### config.mk
export PLATFORM = sky130hd
export DESIGN_NAME = rgb_pwm_driver_flat
export DESIGN_NICKNAME = d
export VERILOG_FILES = /design/src/rtl/rgb_pwm_if.sv /design/src/rtl/rgb_pwm_driver.sv /design/src/flat_wrapper.sv
export SDC_FILE = /design/constraint.sdc
export NUM_CORES = 1
export LEC_CHECK = 0
export ABC_AREA = 0
export BUFFER_PORTS_ARGS = -buffer_cell sky130_fd_sc_hd__buf_2
export CORE_MARGIN = 2
export CORE_UTILIZATION = 48
export DETAILED_ROUTE_END_ITERATION = 8
export HOLD_SLACK_MARGIN = 0.1
export PLACE_DENSITY = 0.68
export SLEW_MARGIN = 20
export SYNTH_ARGS = -nofsm -noshare
export SYNTH_HDL_FRONTEND = slang
export SYNTH_SLANG_ARGS = --single-unit
### constraint.sdc
create_clock -name clk -period 2.85 [get_ports clk]
set_input_delay 0.4275 -clock clk [delete_from_list [all_inputs] [get_ports clk]]
set_output_delay 0.4275 -clock clk [all_outputs]
set_load 0.01 [all_outputs]
### src/rtl/rgb_pwm_if.sv
// Bundle between the lights selector (master) and the RGB PWM driver (slave).
// RGB_PWM_DIM_EN adds the 2-bit global dimmer; state is a read-only FSM debug view.
interface rgb_pwm_if #(
  parameter int WIDTH = 8
);
  logic [3*WIDTH-1:0] light;
  logic               enable;
`ifdef RGB_PWM_DIM_EN
  logic [1:0]         dim;
`endif
  logic               pwm_r;
  logic               pwm_g;
  logic               pwm_b;
  logic               period_start;
  logic [1:0]         state;

  modport master (
`ifdef RGB_PWM_DIM_EN
    output dim,
`endif
    output light, enable,
    input  pwm_r, pwm_g, pwm_b, period_start, state
  );

  modport slave (
`ifdef RGB_PWM_DIM_EN
    input  dim,
`endif
    input  light, enable,
    output pwm_r, pwm_g, pwm_b, period_start, state
  );
endinterface

### src/rtl/rgb_pwm_driver.sv
// Three-channel PWM LED driver with period-aligned, double-buffered colour loads.
// Optional RGB_PWM_DIM_EN: duty = light >> dim at every latch point.
module rgb_pwm_driver #(
  parameter int PRESCALE = 4,
  parameter int WIDTH    = 8
) (
  input  logic        clk,
  input  logic        rst,
  rgb_pwm_if.slave    bus
);

  localparam int PW = (PRESCALE > 1) ? $clog2(PRESCALE) : 1;
  localparam logic [PW-1:0]    PRE_LAST = PW'(PRESCALE - 1);
  // Last pwm_cnt value is 2^WIDTH-2, so a duty of all-ones stays high all period.
  localparam logic [WIDTH-1:0] CNT_LAST = {{(WIDTH-1){1'b1}}, 1'b0};

  typedef enum logic [1:0] {
    IDLE = 2'd0,
    LOAD = 2'd1,
    RUN  = 2'd2
  } state_t;

  state_t           state_q, state_d;
  logic [PW-1:0]    pre_q, pre_d;
  logic [WIDTH-1:0] cnt_q, cnt_d;
  logic [WIDTH-1:0] duty_r_q, duty_g_q, duty_b_q;
  logic [WIDTH-1:0] src_r, src_g, src_b;
  logic             tick, wrap, latch;

`ifdef RGB_PWM_DIM_EN
  assign src_r = bus.light[3*WIDTH-1:2*WIDTH] >> bus.dim;
  assign src_g = bus.light[2*WIDTH-1:WIDTH]   >> bus.dim;
  assign src_b = bus.light[WIDTH-1:0]         >> bus.dim;
`else
  assign src_r = bus.light[3*WIDTH-1:2*WIDTH];
  assign src_g = bus.light[2*WIDTH-1:WIDTH];
  assign src_b = bus.light[WIDTH-1:0];
`endif

  assign tick = (pre_q == PRE_LAST);
  assign wrap = tick && (cnt_q == CNT_LAST);

  always_ff @(posedge clk or posedge rst) begin
    if (rst) begin
      state_q <= IDLE;
      pre_q   <= '0;
      cnt_q   <= '0;
    end else begin
      state_q <= state_d;
      pre_q   <= pre_d;
      cnt_q   <= cnt_d;
    end
  end

  // Counters default to cleared; only RUN with enable high lets them advance.
  always_comb begin
    state_d = state_q;
    pre_d   = '0;
    cnt_d   = '0;
    latch   = 1'b0;
    case (state_q)
      IDLE: begin
        if (bus.enable) state_d = LOAD;
      end
      LOAD: begin
        latch   = 1'b1;
        state_d = bus.enable ? RUN : IDLE;
      end
      RUN: begin
        latch = wrap;
        if (!bus.enable) begin
          state_d = IDLE;
        end else begin
          pre_d = tick ? '0 : pre_q + 1'b1;
          cnt_d = wrap ? '0 : (tick ? cnt_q + 1'b1 : cnt_q);
        end
      end
      default: state_d = IDLE;
    endcase
  end

  always_ff @(posedge clk or posedge rst) begin
    if (rst) begin
      duty_r_q <= '0;
      duty_g_q <= '0;
      duty_b_q <= '0;
    end else if (latch) begin
      duty_r_q <= src_r;
      duty_g_q <= src_g;
      duty_b_q <= src_b;
    end
  end

  assign bus.pwm_r        = (state_q == RUN) && (cnt_q < duty_r_q);
  assign bus.pwm_g        = (state_q == RUN) && (cnt_q < duty_g_q);
  assign bus.pwm_b        = (state_q == RUN) && (cnt_q < duty_b_q);
  assign bus.period_start = (state_q == RUN) && (cnt_q == '0) && (pre_q == '0);
  assign bus.state        = state_q;

endmodule

### src/flat_wrapper.sv
// flat-port wrapper written by rule: the top's interface ports become plain ports
module rgb_pwm_driver_flat 
#(
  parameter int PRESCALE = 4,
  parameter int WIDTH    = 8
)
  (clk, rst, bus_light, bus_enable, bus_pwm_r, bus_pwm_g, bus_pwm_b, bus_period_start, bus_state);
  rgb_pwm_if #(.WIDTH(WIDTH)) bus_i ();
  input  logic clk;
  input  logic rst;
  input wire logic [$bits(bus_i.light)-1:0] bus_light;
  input wire logic [$bits(bus_i.enable)-1:0] bus_enable;
  output wire logic [$bits(bus_i.pwm_r)-1:0] bus_pwm_r;
  output wire logic [$bits(bus_i.pwm_g)-1:0] bus_pwm_g;
  output wire logic [$bits(bus_i.pwm_b)-1:0] bus_pwm_b;
  output wire logic [$bits(bus_i.period_start)-1:0] bus_period_start;
  output wire logic [$bits(bus_i.state)-1:0] bus_state;
  assign bus_i.light = bus_light;
  assign bus_i.enable = bus_enable;
  assign bus_pwm_r = bus_i.pwm_r;
  assign bus_pwm_g = bus_i.pwm_g;
  assign bus_pwm_b = bus_i.pwm_b;
  assign bus_period_start = bus_i.period_start;
  assign bus_state = bus_i.state;
  rgb_pwm_driver #(.PRESCALE(PRESCALE), .WIDTH(WIDTH)) u_core (.clk(clk), .rst(rst), .bus(bus_i));
endmodule
==> flow_metrics.py, run 1 <==
metrics = {
    "status": {
        "status": "finished, final reports clean",
    },
    "timing": {
        "min_period_ps": 2410,
        "skew_ps": 6.47,
        "finalSetupViolCount": 0,
        "min_period_over_period": 0.845,
        "tightest_slew_ps": 452,
        "max_slew_margin": 0.699,
        "slew_viol_final": 0,
        "rsz0062_at_grt": "false",
        "hold_viol_final": 0,
        "finalSetupTns_ps": 0,
        "fmax_ghz": 0.415,
    },
    "global_route": {
        "grt_pass1_vias": 1642,
        "grt_overflow": 0,
        "grt_pass1_wl_um": 7620,
        "grt_max_degree": 37,
        "grtUsageTotal": 0.189,
        "antenna_found_initial": 0,
    },
    "floorplanning": {
        "num_rows": 24,
        "dieArea_um2": 5180,
        "core_area_um2": 4410,
        "initial_core_util": 0.503,
        "die_y_um": 72,
        "num_io_pins": 33,
        "die_w_um": 72,
    },
    "synthesis": {
        "synthCells": 209,
        "yosys.area.top_type": "dfrtp_1",
        "yosysWarnings": 0,
        "syn-cell-area_um2": 2220,
        "avgSynthCellArea_um2": 10.6,
        "synth_ff_type": "dfrtp_1",
        "synth_area_leaders": "dfrtp_1, ha_1, mux2_2, inv_1, o21ai_0",
        "synth_seq_cells": 36,
        "synth_edf_count": 0,
        "synth_cell_types": 36,
        "async_reset_ff_frac": 1.00,
        "syn_nets": 265,
        "yosys.area.top_type_share": 0.406,
        "ys_seq_area_frac": 0.406,
    },
    "routing": {
        "avgViaCountPerCell": 5.39,
        "routed_wl_um": 4340,
        "ant_nets": 0,
        "vias": 1616,
        "drtIter0Drc": 41,
        "drtPass1Iterations": 4,
        "wl_per_cell_um": 14.5,
        "drcViolationCount": 0,
    },
    "place": {
        "io_buffers": 32,
        "hpwl_um": 3180,
        "place_area_um2": 2440,
        "gp_congestion": 0.845,
    },
    "critical_path": {
        "cp-start-kind": "flip-flop",
        "crit_path_end_kind": "output port",
        "cp_max_fo": 10,
        "path_cells": "ha_1, nor3_1, nor3_1, a221oi_1, buf_2",
        "worstPathArrival_ps": 1980,
        "cpPeakStageDelay_ps": 570,
        "cpMostUsedCell": "nor3_1",
        "critical_path.top_delay_family": "flip-flops",
        "path_class": "flip-flop to output port",
        "cpMaxStageDelayCell": "dfrtp_1",
        "worst-path-buf-inv": 1,
        "worstPathRequired_ps": 2420,
    },
    "power": {
        "power_per_cell_area_nw_per_um2": 817,
        "p_leak_uw": 0.00125,
        "finalPower_uw": 2060,
        "vdd_drop_max_mv": 0.393,
    },
    "cells_and_area": {
        "design_area_um2": 2530,
        "mostFrequentLayoutCells": "dfrtp_1, buf_2, inv_1, ha_1, mux2_2",
        "area_growth_pct": 13.9,
        "drive_above_1_share": 0.270,
        "utilization": 0.573,
        "n_antenna_cell": 0,
        "nNetsFinal": 303,
        "layout_commonest_cell": "dfrtp_1",
    },
    "clock_network": {
        "cts_resized": 0,
        "clock_latency_ps": 290,
        "ctsRootBufferMaster": "clkbuf_8",
        "clock-sinks": 36,
        "hold_buffers": 0,
        "h-tree-depth": 2,
        "clkTransAtPathRegs_ps": 70,
        "postCtsSetupRepairBufs": 0,
        "cts_tree": "built",
        "clockBufferDepth": 2,
        "cts_buffers": 5,
    },
    "hold_path": {
        "hold_class": "input pin to async pin",
    },
    "job": {
        "max_cap_viol_count": 0,
    },
}
==> final cells by class <==
type | instances | area, um^2
well taps | 52 | 65.1
multi-input cells | 138 | 1170
flip-flops and latches | 36 | 901
repair buffers | 35 | 183
clock buffers | 8 | 90.1
fillers | 414 | 1890
inverters | 31 | 116
==> stage by stage <==
stage | setup WS, ps | hold WS, ps | std cells
2_1_floorplan | 960 | 443 | 209
3_3_place_gp | 788 | 463 | 292
3_5_place_dp | 756 | 466 | 292
4_1_cts | 439 | 241 | 300
5_1_grt | 266 | 301 | 300
6_report | 443 | 231 | 300
==> worst register-to-register path: stages (launching register included) <==
cell and delay, ps:
dfrtp_1 410, inv_1 90, ha_1 440, nand2_1 160
o31ai_4 230, buf_4 250, mux2_2 360
==> flip-flops by register name, summed over array words and instances (netlist names) <==
name and cells:
u_core.bus.state 2, u_core.cnt_q 8, u_core.duty_b_q 8, u_core.duty_g_q 8
u_core.duty_r_q 8, u_core.pre_q 2
==> power breakdown <==
group	switching [uW]	internal [uW]
Combinational	415	463
Clock	177	197
Sequential	101	711
Total	694	1370
==> Yosys cell counts, types with 2 or more instances <==
cell type and n:
o21ai_0 11, nand2b_1 3, buf_6 2, nor2_1 2, a221oi_1 3, ha_1 29
or4_1 2, nand2_1 11, a21oi_1 4, inv_1 31, nor3b_1 3, nand3_1 7
o211ai_1 6, dfrtp_1 36, nor3_1 8, clkbuf_1 2, nor4_1 7, or3_1 2
mux2_2 23
==> logic make-up after synthesis <==
kind of cell,count (synthesis),share of synthesized area
fa+ha+maj,29,0.163
simple gates,54,0.144
mux,24,0.122
buf+inv,35,0.0660
compound gates,30,0.0947
flops,36,0.406
xor+xnor,1,0.00395
==> metal layers <==
metal	part of all wire	vias up	global-route usage
met3	0.039	5	0.0458
met4	0.010	0	0.0692
met5	0	-	0
met1	0.48	748	0.247
li1	-	825	-
met2	0.47	38	0.308
==> path summary, 6_finish.rpt <==
path                                startpoint            endpoint  slack [ps]  cells past startpoint
min in group clk                 bus_light[13]  u_core.duty_g_q[5]         360                      2
hold / removal                             rst  u_core.duty_r_q[1]         230                      3
setup reg to reg           u_core.bus.state[0]  u_core.duty_r_q[1]         790                      6
max in group asynchronous                  rst  u_core.duty_b_q[2]        2300                      3
hold reg to reg                u_core.pre_q[0]     u_core.pre_q[0]         480                      1
setup / recovery               u_core.cnt_q[4]           bus_pwm_b         440                      5
No activity file was read; power rests on OpenSTA's default activity.
==> run 2, diff against run 1 <==
- ABC_AREA: 0 -> 1
- clock period: 2.85 -> 2.48 ns (I/O delays scaled with it)
==> flow_metrics.py, run 2 <==
metrics = {
    "status": {
        "status": "finished, final reports clean",
    },
    "routing": {
        "wl_per_cell_um": 12.5,
        "drtPass1Iterations": 4,
        "drtIter0Drc": 165,
        "avgViaCountPerCell": 4.97,
        "wl_met3_um": 180,
        "routed_wl_um": 4860,
        "vias": 1929,
        "wl_met1_um": 2430,
        "ant_nets": 0,
        "drcViolationCount": 0,
        "top_layer": "met4",
        "wl_met2_um": 2200,
    },
    "synthesis": {
        "yosys.area.top_type_share": 0.392,
        "avgSynthCellArea_um2": 7.69,
        "synth_area_leaders": "dfrtp_1, ha_1, nand2_1, inv_1, nand3_1",
        "syn_nets": 355,
        "post-synth-top-count-cell": "nand2_1",
        "synth_ff_type": "dfrtp_1",
        "synth_edf_count": 0,
        "synthCells": 299,
        "synth_common_cells": "nand2_1, inv_1, dfrtp_1, nand3_1, ha_1",
        "syn-cell-area_um2": 2300,
        "yosys.area.top_type": "dfrtp_1",
        "ys_seq_area_frac": 0.392,
        "async_reset_ff_frac": 1.00,
        "synth_cell_types": 22,
        "synth_seq_cells": 36,
        "yosysWarnings": 0,
    },
    "global_route": {
        "grt_pass1_wl_um": 8400,
        "grt_max_degree": 37,
        "grt_overflow": 0,
        "grt_pass1_vias": 1809,
        "grtUsageTotal": 0.202,
        "antenna_found_initial": 0,
    },
    "place": {
        "hpwl_um": 3500,
        "io_buffers": 32,
        "place_area_um2": 2480,
        "gp_congestion": 0.812,
        "placed_cells": 380,
    },
    "power": {
        "seq_power_share": 0.364,
        "p_leak_uw": 0.00148,
        "power_frac_clock": 0.208,
        "pwr-share-comb": 0.428,
        "switchingPower_uw": 1040,
        "p_sw_frac": 0.415,
        "internal-power_uw": 1470,
        "vdd_drop_max_mv": 0.519,
        "finalPower_uw": 2520,
        "power_per_cell_area_nw_per_um2": 970,
    },
    "clock_network": {
        "cts_resized": 0,
        "h-tree-depth": 2,
        "clock_latency_ps": 290,
        "clockBufferDepth": 2,
        "hold_buffers": 0,
        "postCtsSetupRepairBufs": 0,
        "cts_tree": "built",
        "clock-sinks": 36,
        "cts_buffers": 5,
        "ctsRootBufferMaster": "clkbuf_8",
        "clkTransAtPathRegs_ps": 80,
    },
    "critical_path": {
        "worstPathArrival_ps": 1710,
        "reg2reg_setup_slack_ps": 530,
        "cp_max_fo": 8,
        "worstPathRequired_ps": 2110,
        "path_class": "flip-flop to output port",
        "crit_path_end_kind": "output port",
        "path_cells": "ha_1, a21oi_1, o21a_1, nand2_1, nor2_1, buf_2",
        "cpMaxStageDelayCell": "dfrtp_1",
        "cp-start-kind": "flip-flop",
        "cpPeakStageDelay_ps": 550,
    },
    "timing": {
        "finalSetupViolCount": 0,
        "finalSetupTns_ps": 0,
        "min_period_ps": 2090,
        "skew_ps": 9.42,
        "tightest_slew_ps": 538,
        "min_period_over_period": 0.841,
        "max_slew_margin": 0.641,
        "fmax_ghz": 0.479,
        "rsz0062_at_grt": "false",
        "hold_viol_final": 0,
        "slew_viol_final": 0,
    },
    "floorplanning": {
        "core_area_um2": 4660,
        "dieArea_um2": 5360,
        "initial_core_util": 0.493,
        "num_io_pins": 33,
        "num_rows": 25,
        "die_y_um": 73.2,
        "die_w_um": 73.2,
    },
    "cells_and_area": {
        "nNetsFinal": 389,
        "mostFrequentLayoutCells": "nand2_1, inv_1, dfrtp_1, buf_2, nand3_1",
        "finalNonFillerCells": 388,
        "design_area_um2": 2600,
        "area_growth_pct": 13.0,
        "n_antenna_cell": 0,
        "drive_above_1_share": 0.141,
        "layout_commonest_cell": "nand2_1",
    },
    "hold_path": {
        "hold_class": "input pin to async pin",
    },
    "job": {
        "max_cap_viol_count": 0,
    },
}
[run 2: power groups by stage]
stage	combinational (uW)	sequential (uW)	clock (uW)
6_report	1080	916	523
2_1_floorplan	885	903	0
5_1_grt	1280	943	557
3_3_place_gp	1070	920	0
4_1_cts	1100	916	530
3_5_place_dp	1090	925	0
[run 2: final cells by class]
| class | count | area (um^2) |
|---|---|---|
| well taps | 54 | 67.6 |
| fillers | 466 | 2060 |
| inverters | 49 | 184 |
| multi-input cells | 207 | 1160 |
| flip-flops and latches | 36 | 901 |
| clock inverters | 3 | 42.5 |
| repair buffers | 34 | 175 |
| clock buffers | 5 | 68.8 |
[run 2: final timing paths]
kind | end | startpoint | cells past startpoint
max | bus_pwm_b | u_core.cnt_q[7] | 6
min | u_core.cnt_q[1] | rst | 3
max reg2reg | u_core.duty_b_q[7] | u_core.cnt_q[0] | 9
min reg2reg | u_core.pre_q[0] | u_core.pre_q[0] | 1
max in group asynchronous | u_core.duty_b_q[7] | rst | 3
min in group clk | u_core.duty_b_q[5] | bus_light[5] | 3
[run 2: cells by family (layout without fill, tap and decap cells)]
group / after synthesis / count (layout) / share of synthesized area
compound gates: 21 / 21 / 0.0501
xor+xnor: 2 / 2 / 0.00762
simple gates: 155 / 155 / 0.288
buf+inv: 56 / 91 / 0.105
flops: 36 / 36 / 0.392
fa+ha+maj: 29 / 29 / 0.158
[run 2: worst max-delay path, delay by kind of cell (launching register included)]
kind	cells	cell delay [ps]
AOI/OAI and AO/OA	2	300
buffers and inverters	1	130
and+or+nand+nor	2	130
DFF	1	550
adders and majority gates	1	320
[run 2: stage by stage]
step / setup WS (ps) / hold slack, ps / utilization
after floorplan: 878 / 432 / -
after global placement: 594 / 455 / 0.533
after detailed placement: 549 / 458 / 0.533
after CTS: 377 / 208 / 0.557
after global routing: 290 / 241 / 0.557
final: 394 / 182 / 0.557
[run 2: routing by layer]
layer	GRT usage	vias to the layer above
met3	0.0359	4
li1	-	1003
met5	0	-
met1	0.277	880
met4	0.0494	0
met2	0.329	42
==> run 3, diff against run 2 <==
- ABC_AREA: 1 -> 0
- clock period: 2.48 -> 2.08 ns (I/O delays scaled with it)
==> flow_metrics.py, run 3 (synthesis gave the netlist of run 1 again) <==
metrics = {
    "status": {
        "status": "finished with violations",
        "violations": "negative setup slack",
    },
    "critical_path": {
        "cp_max_fo": 5,
        "worstPathRequired_ps": 1770,
        "rr_endpoint": "u_core.duty_b_q[1]",
        "critical_path.top_delay_family": "flip-flops",
        "cp-start-kind": "flip-flop",
        "reg2reg_from": "u_core.cnt_q[1]",
        "path_class": "flip-flop to output port",
        "cpMaxStageDelayCell": "dfrtp_2",
        "critPathLaunch": "u_core.cnt_q[4]",
        "worst-path-buf-inv": 1,
        "reg2reg_setup_slack_ps": 160,
        "cpPeakStageDelay_ps": 480,
        "r2r_cells": 6,
        "path_cells": "ha_1, nor4_2, o21ai_1, a221oi_2, buf_2",
        "crit_path_end_kind": "output port",
        "worstPathArrival_ps": 1830,
    },
    "cells_and_area": {
        "multiInputGateArea_um2": 1260,
        "nNetsFinal": 317,
        "mostFrequentLayoutCells": "buf_2, inv_1, dfrtp_1, ha_1, mux2_2",
        "n_antenna_cell": 0,
        "fillers": 381,
        "area_growth_pct": 23.7,
        "drive_above_1_share": 0.393,
        "layout_commonest_cell": "buf_2",
        "register_area_um2": 910,
        "design_area_um2": 2750,
        "utilization": 0.622,
    },
    "timing": {
        "fmax_ghz": 0.467,
        "tightest_slew_ps": 456,
        "rsz0062_at_grt": "true",
        "hold_viol_final": 0,
        "layout_setup_ws_ps": -61.6,
        "whs_ps": 116,
        "skew_ps": 8.69,
        "max_slew_margin": 0.696,
        "min_period_over_period": 1.03,
        "min_period_ps": 2140,
        "finalSetupViolCount": 3,
        "slew_viol_final": 0,
        "finalSetupTns_ps": -119,
    },
    "routing": {
        "drtIter0Drc": 132,
        "wl_per_cell_um": 15.1,
        "ant_nets": 0,
        "vias": 1731,
        "avgViaCountPerCell": 5.51,
        "drcViolationCount": 0,
        "routed_wl_um": 4740,
        "drtPass1Iterations": 4,
    },
    "global_route": {
        "grt_overflow": 0,
        "grt_pass1_wl_um": 7980,
        "antenna_found_initial": 0,
        "grt_max_degree": 37,
        "grtUsageTotal": 0.202,
        "grt_pass1_vias": 1728,
    },
    "floorplanning": {
        "dieArea_um2": 5180,
        "die_y_um": 72,
        "core_area_um2": 4410,
        "num_io_pins": 33,
        "initial_core_util": 0.503,
        "num_rows": 24,
        "die_w_um": 72,
    },
    "clock_network": {
        "clockBufferDepth": 2,
        "clock_latency_ps": 290,
        "hold_buffers": 0,
        "cts_tree": "built",
        "ctsRootBufferMaster": "clkbuf_8",
        "h-tree-depth": 2,
        "clkTransAtPathRegs_ps": 80,
        "cts_buffers": 5,
        "clock-sinks": 36,
    },
    "power": {
        "vdd_drop_max_mv": 0.707,
        "seq_power_share": 0.378,
        "p_leak_uw": 0.00134,
        "power_frac_clock": 0.176,
        "power_per_cell_area_nw_per_um2": 1070,
        "p_sw_frac": 0.342,
        "switchingPower_uw": 1010,
        "pwr-share-comb": 0.446,
        "finalPower_uw": 2940,
        "internal-power_uw": 1940,
    },
    "place": {
        "gp_congestion": 0.891,
        "io_buffers": 32,
        "place_area_um2": 2510,
        "hpwl_um": 3340,
    },
    "hold_path": {
        "hold_class": "input pin to async pin",
    },
    "job": {
        "max_cap_viol_count": 0,
    },
}
-- run 3: cell count changes in the layout (fill, tap and decap cells not counted), sizes merged, moves of 3 or more --
cell | previous run | this run
a21oi | 10 | 4
a221oi | 0 | 3
buf | 34 | 49
inv | 49 | 31
mux2 | 0 | 24
nand2 | 99 | 11
nand2b | 0 | 3
nand3 | 31 | 7
nor2 | 19 | 2
nor3 | 0 | 8
nor4 | 1 | 7
o211ai | 0 | 6
o21a | 3 | 0
o21ai | 6 | 11
-- run 3: per-layer routing --
| metal | track usage | routed length (um) | vias up |
|---|---|---|---|
| met3 | 0.0542 | 221 | 9 |
| li1 | - | - | 848 |
| met4 | 0.0839 | 87 | 0 |
| met2 | 0.335 | 2230 | 45 |
| met1 | 0.249 | 2200 | 829 |
| met5 | 0 | 0 | - |
-- run 3: cell type report --
type                       instances  share of cell area
timing repair buffer              49               0.109
multi-input combinational        138               0.460
inverter                          31              0.0424
tap                               52              0.0237
clock inverter                     2             0.00364
clock buffer                       6              0.0301
sequential                        36               0.331
-- run 3: power groups by stage --
| stage | clock network (uW) | logic [uW] | registers, uW |
|---|---|---|---|
| finish | 519 | 1310 | 1110 |
| global route | 572 | 1470 | 1160 |
| CTS | 539 | 1310 | 1120 |
| detailed placement | 0 | 1260 | 1130 |
| global placement | 0 | 1230 | 1120 |
| floorplan | 0 | 966 | 1090 |
-- run 3: how the worst max path moves through the flow --
| stage | endpoint | slack (ps) | cells past startpoint |
|---|---|---|---|
| after CTS | bus_pwm_g | -60 | 5 |
| after floorplan | u_core.duty_g_q[0] | 190 | 6 |
| after global placement | bus_pwm_b | 150 | 5 |
| after detailed placement | bus_pwm_g | 110 | 5 |
| after global routing | bus_pwm_r | -190 | 5 |
| final | bus_pwm_r | -60 | 5 |
-- run 3: per-stage QoR --
stage               setup WS (ps)  std cells
floorplan                     190        209
finish                      -61.6        314
global route                 -186        314
detailed placement            114        300
CTS                         -60.1        312
global placement              149        300
-- run 3: worst min-delay path, delay by kind of cell --
kind | cells | cell delay, ps
buffers and inverters | 3 | 530
-- run 3: repair_timing --
item                       CTS  global route
buffers inserted             4             2
pin swaps                    6             1
resized for setup           17             9
setup endpoints to repair    4             4
gates cloned                 0             0
